[src/rtl/wb_arb2.sv]
// wb_arb2: two-master Wishbone arbiter sharing one slave port.
// Optional feature macro: WB_ARB2_RR_EN
//   defined   -> round-robin on simultaneous requests (master other than
//                the last grantee wins)
//   undefined -> fixed priority, m0 wins simultaneous requests
//
// state   | meaning
// --------+-------------------------------------------------------------
// ST_IDLE | no owner; slave port driven to zero, slave ack discarded
// ST_GNT0 | m0 owns the slave port until it drops m0_cyc_i
// ST_GNT1 | m1 owns the slave port until it drops m1_cyc_i
//
// The grant is registered, but the slave-side signals are a combinational
// mux of the owner's inputs. s_cyc_o therefore drops in the same cycle the
// owner releases, which guarantees a one-cycle gap before a handover.
module wb_arb2 #(
  parameter int adr_width = 32
) (
  input  logic                 clk,
  input  logic                 reset,

  input  logic [adr_width-1:0] m0_adr_i,
  input  logic [1:0]           m0_bte_i,
  input  logic [2:0]           m0_cti_i,
  input  logic [31:0]          m0_dat_i,
  input  logic [3:0]           m0_sel_i,
  input  logic                 m0_we_i,
  input  logic                 m0_cyc_i,
  input  logic                 m0_stb_i,
  output logic [31:0]          m0_dat_o,
  output logic                 m0_ack_o,

  input  logic [adr_width-1:0] m1_adr_i,
  input  logic [1:0]           m1_bte_i,
  input  logic [2:0]           m1_cti_i,
  input  logic [31:0]          m1_dat_i,
  input  logic [3:0]           m1_sel_i,
  input  logic                 m1_we_i,
  input  logic                 m1_cyc_i,
  input  logic                 m1_stb_i,
  output logic [31:0]          m1_dat_o,
  output logic                 m1_ack_o,

  output logic [adr_width-1:0] s_adr_o,
  output logic [1:0]           s_bte_o,
  output logic [2:0]           s_cti_o,
  output logic [31:0]          s_dat_o,
  output logic [3:0]           s_sel_o,
  output logic                 s_we_o,
  output logic                 s_cyc_o,
  output logic                 s_stb_o,
  input  logic [31:0]          s_dat_i,
  input  logic                 s_ack_i
);

  typedef enum logic [1:0] {
    ST_IDLE = 2'd0,
    ST_GNT0 = 2'd1,
    ST_GNT1 = 2'd2
  } state_t;

  state_t r_state;
  logic   r_last_gnt;   // 0 = m0 granted most recently, 1 = m1
  logic   w_pick_m1;    // winner when both masters request from idle

  // Tie-break for simultaneous requests seen in idle.
  always_comb begin
`ifdef WB_ARB2_RR_EN
    w_pick_m1 = ~r_last_gnt;
`else
    // last_gnt is still tracked, but never decides the fixed-priority winner
    w_pick_m1 = r_last_gnt & 1'b0;
`endif
  end

  // Grant state machine and last-grantee record; reset aborts any cycle.
  always_ff @(posedge clk) begin
    if (reset) begin
      r_state    <= ST_IDLE;
      r_last_gnt <= 1'b1;
    end else begin
      case (r_state)
        ST_IDLE: begin
          if (m0_cyc_i && m1_cyc_i) begin
            if (w_pick_m1) begin
              r_state    <= ST_GNT1;
              r_last_gnt <= 1'b1;
            end else begin
              r_state    <= ST_GNT0;
              r_last_gnt <= 1'b0;
            end
          end else if (m0_cyc_i) begin
            r_state    <= ST_GNT0;
            r_last_gnt <= 1'b0;
          end else if (m1_cyc_i) begin
            r_state    <= ST_GNT1;
            r_last_gnt <= 1'b1;
          end
        end
        ST_GNT0: begin
          if (!m0_cyc_i) begin
            if (m1_cyc_i) begin
              r_state    <= ST_GNT1;
              r_last_gnt <= 1'b1;
            end else begin
              r_state    <= ST_IDLE;
            end
          end
        end
        ST_GNT1: begin
          if (!m1_cyc_i) begin
            if (m0_cyc_i) begin
              r_state    <= ST_GNT0;
              r_last_gnt <= 1'b0;
            end else begin
              r_state    <= ST_IDLE;
            end
          end
        end
        default: r_state <= ST_IDLE;
      endcase
    end
  end

  // Slave-port mux and ack steering, driven by the registered grant.
  always_comb begin
    s_adr_o  = '0;
    s_bte_o  = '0;
    s_cti_o  = '0;
    s_dat_o  = '0;
    s_sel_o  = '0;
    s_we_o   = 1'b0;
    s_cyc_o  = 1'b0;
    s_stb_o  = 1'b0;
    m0_ack_o = 1'b0;
    m1_ack_o = 1'b0;
    case (r_state)
      ST_GNT0: begin
        s_adr_o  = m0_adr_i;
        s_bte_o  = m0_bte_i;
        s_cti_o  = m0_cti_i;
        s_dat_o  = m0_dat_i;
        s_sel_o  = m0_sel_i;
        s_we_o   = m0_we_i;
        s_cyc_o  = m0_cyc_i;
        s_stb_o  = m0_stb_i;
        m0_ack_o = s_ack_i;
      end
      ST_GNT1: begin
        s_adr_o  = m1_adr_i;
        s_bte_o  = m1_bte_i;
        s_cti_o  = m1_cti_i;
        s_dat_o  = m1_dat_i;
        s_sel_o  = m1_sel_i;
        s_we_o   = m1_we_i;
        s_cyc_o  = m1_cyc_i;
        s_stb_o  = m1_stb_i;
        m1_ack_o = s_ack_i;
      end
      default: ;
    endcase
  end

  assign m0_dat_o = s_dat_i;
  assign m1_dat_o = s_dat_i;

endmodule

[config.mk]
export PLATFORM = sky130hd
export DESIGN_NAME = wb_arb2
export DESIGN_NICKNAME = d
export VERILOG_FILES = /design/src/rtl/wb_arb2.sv
export SDC_FILE = /design/constraint.sdc
export NUM_CORES = 1
export LEC_CHECK = 0
export CAP_MARGIN = 20
export CELL_PAD_IN_SITES_DETAIL_PLACEMENT = 0
export CELL_PAD_IN_SITES_GLOBAL_PLACEMENT = 2
export CORE_AREA = 2 2 129 131
export DETAILED_ROUTE_END_ITERATION = 8
export DIE_AREA = 0 0 131 133
export DONT_BUFFER_PORTS = 1
export GPL_TIMING_DRIVEN = 0
export PLACE_DENSITY_LB_ADDON = 0.25
export SLEW_MARGIN = 10
export SYNTH_ARGS = -nofsm -noshare
export SYNTH_HDL_FRONTEND = slang
export SYNTH_SLANG_ARGS = --single-unit
[constraint.sdc]
create_clock -name clk -period 2 [get_ports clk]
set_input_delay 0.4 -clock clk [delete_from_list [all_inputs] [get_ports clk]]
set_output_delay 0.4 -clock clk [all_outputs]
set_load 0.05 [all_outputs]
==> flow_summary.yaml <==
pwr:
  worst_ir_drop_vdd_v: 0.000153
  power_density_mw_per_mm2: 642
  fin_total_pwr_mw: 2.41
  power_leakage_nw: 1.22
synthesis:
  synth_sequential_area_ratio: 0.0218
  netlist_area_mm2: 0.00183
  synth_fp_nets: 453
  post_synth_inst_count: 262
  synth-seq-cells: 2
  ys_warn_count: 0
  post_synth_main_area_contributors: "sky130_fd_sc_hd__a22oi_1 31%, sky130_fd_sc_hd__buf_4 27%, sky130_fd_sc_hd__nor2b_1 26%"
  synth_area_leader_cell: "sky130_fd_sc_hd__a22oi_1"
  syn_avg_cell_area_um2: 7.00
  yosys.area.top_type_share: 0.307
  yosys.cell_types.count: 19
cts:
  clock_sink_count: 2
  clk-insertion-delay-late_ps: 220
  tritoncts_clock_tree: "built"
  cts_inserted_buffers: 3
  worst_setup_hold_path_clk_slew_ps: 30
  ctsRootBufferMaster: "sky130_fd_sc_hd__clkbuf_16"
  cts.htree.levels: 1
  cts-root-to-sink-buffers: 2
  cts_hold_buf: 0
global_routing:
  gr-usage-all-layers: 0.0734
  antenna_found_initial: 0
  global_route_wire_length_before_repair_mm: 9.80
  grt-ovfl-total: 0
  grt_start_max_net_pins: 11
  grt_pass1_vias: 1864
drt:
  drt_pass1_iterations: 4
  route.antenna.remaining_nets: 0
  via_count: 2057
  route.final.wire_length_mm: 9.23
  drt-vias-per-instance: 4.03
  initialDrtViolationCount: 49
  avgRoutedWirePerCell_um: 18.1
  drc: 0
outcome:
  status: "finished, violations left"
  failed_checks: "setup timing"
worst_hold_path:
  min_delay_path_depth: 2
  hold_path_class: "in2reg"
  hold_path_startpoint: "reset"
  min_delay_worst_endpoint: "r_state[1]"
timing:
  final.setup.tns_ps: -824
  clock.fmax_ghz: 0.487
  setup_violations: 38
  tightestPinTransition_ps: 343
  timing.final.crit_period_ps: 2050
  final-hold-violation-count: 0
  post-route-worst-setup-slack_ps: -53.7
  clock-skew-final_ps: 1.23
  timing.final.max_slew_violations: 0
  period_share: 1.03
  slew-limit-headroom: 0.771
  rsz0062_at_grt: "true"
finish:
  post_route_cells_drive_above_1_share: 0.866
  nets: 483
  largest_register_ff_count: 2
  antenna_cells_inserted: 0
  flow.area_growth_from_synthesis_pct: 105
  finalCoreUtilization: 0.232
  largest_registers: "r_state x2"
  largest_register: "r_state"
floorplan:
  start_util: 0.113
  dieArea_mm2: 0.0174
  core.rowCount: 47
  die_height_um: 133
  design.core.area_mm2: 0.0162
  die_width_um: 131
  top_level_ports: 329
critical_path:
  critical_path.slowest_cell: "sky130_fd_sc_hd__dfxtp_4"
  timing.critical_path.required_ps: 1600
  timing.rr.start: "r_state[1]"
  path_common_cell: "sky130_fd_sc_hd__buf_12"
  ordered_cell_list_for_the_critical_path: "inv_4, ha_4, buf_12, clkbuf_16, buf_12, a22oi_2, nor2b_4"
  cpLargestDelayFamily: "buffers and inverters"
  cpPeakStageDelay_ps: 370
  ff2ff_path_depth: 7
  rrSetupSlack_ps: 420
  crit_path_max_fanout: 8
  cp-end-kind: "output pin"
  worstPathBufferInverterCount: 4
  startpoint_to_endpoint_class_of_the_critical_path: "reg2out"
  critPathArrivalTime_ps: 1650
  start_kind: "flip-flop"
  timing.rr.end: "r_state[0]"
placement:
  globalplace.congestion: 0.701
  detailed_place_hpwl_mm: 6.60
  place_ws_ps: -877
  port-buffer-count: 0
flow_run:
  maxcap_violations: 0
-- worst max-delay path by stage --
stage                          start           to  slack, ps  depth (start not counted)
after floorplan           r_state[0]  s_adr_o[19]       -140                          5
after global placement    r_state[0]  s_adr_o[19]       -870                          5
after detailed placement  r_state[0]  s_adr_o[19]       -880                          5
after CTS                 r_state[0]  s_dat_o[17]       -110                          7
after global routing      r_state[0]  s_dat_o[12]       -120                          7
final                     r_state[0]  s_dat_o[12]        -50                          7
-- cells in the mapped netlist --
cell type                    n
sky130_fd_sc_hd__buf_2      14
sky130_fd_sc_hd__o21ba_1     1
sky130_fd_sc_hd__o2111ai_1   1
sky130_fd_sc_hd__inv_1       2
sky130_fd_sc_hd__nor2_1      2
sky130_fd_sc_hd__a21oi_1     1
sky130_fd_sc_hd__a22oi_2     1
sky130_fd_sc_hd__dfxtp_1     2
sky130_fd_sc_hd__a211o_1     1
sky130_fd_sc_hd__and4bb_1    1
sky130_fd_sc_hd__buf_4      65
sky130_fd_sc_hd__nor2b_1    76
sky130_fd_sc_hd__nand2_1     1
sky130_fd_sc_hd__a22oi_1    75
sky130_fd_sc_hd__ha_1        4
sky130_fd_sc_hd__and2_1      2
sky130_fd_sc_hd__clkbuf_1   11
sky130_fd_sc_hd__or3b_1      1
sky130_fd_sc_hd__and2b_2     1
-- metal layers --
layer  up-vias  wire, µm  track usage
met1       951      3070       0.0689
li1        925         -            -
met3         0       781       0.0105
met2       181      5370        0.161
met4         0         0       0.0112
met5         -         0            0
-- layout by cell type (no fill, tap or decap), types with 2 or more instances in the layout --
master,count
sky130_fd_sc_hd__a22oi_1,29
sky130_fd_sc_hd__a22oi_2,47
sky130_fd_sc_hd__buf_12,13
sky130_fd_sc_hd__buf_2,3
sky130_fd_sc_hd__buf_4,69
sky130_fd_sc_hd__buf_6,6
sky130_fd_sc_hd__buf_8,2
sky130_fd_sc_hd__clkbuf_16,18
sky130_fd_sc_hd__clkbuf_4,7
sky130_fd_sc_hd__dfxtp_4,2
sky130_fd_sc_hd__ha_4,3
sky130_fd_sc_hd__inv_4,2
sky130_fd_sc_hd__nor2_1,2
sky130_fd_sc_hd__nor2b_4,76
-- repair_timing --
item,4_1_cts,5_1_grt
buffers inserted,1,8
setup endpoints to repair,78,77
gates cloned,0,16
gates resized for setup,134,48
endpoints found under the hold margin,0,0
pin swaps,2,16
-- stage by stage --
stage	area, µm²	std cells	hold WS [ps]
after floorplan	2220	262	555
after global placement	2490	482	582
after detailed placement	2490	482	587
after CTS	3150	486	351
after global routing	3760	510	347
final	3760	510	343
-- final cells by class --
| cell class | count | area [µm²] |
|---|---|---|
| plain buffers | 90 | 883 |
| flip-flops and latches | 2 | 47.5 |
| multi-input cells | 168 | 2030 |
| repair buffers | 25 | 435 |
| fillers | 1750 | 12400 |
| clock buffers | 3 | 75.1 |
| well taps | 220 | 275 |
| inverters | 2 | 12.5 |
-- kinds of logic (layout without fill, tap and decap cells) --
logic type / after synthesis / count (layout) / share of synthesized area
AO/OA/AOI/OAI: 80 / 80 / 0.332
adder cells (fa/ha/maj): 4 / 4 / 0.0273
buffers and inverters: 92 / 120 / 0.331
flip-flops: 2 / 2 / 0.0218
AND/OR/NAND/NOR: 84 / 84 / 0.289
-- where the power goes --
part / switching, mW / internal, mW / leakage (nW) / total (mW)
Clock: 0.0434 / 0.254 / 0.0370 / 0.298
Combinational: 1.13 / 0.930 / 1.17 / 2.06
Sequential: 0.00825 / 0.0456 / 0.0178 / 0.0539
Total: 1.18 / 1.23 / 1.22 / 2.41
Power figures use the tool's default switching activity.
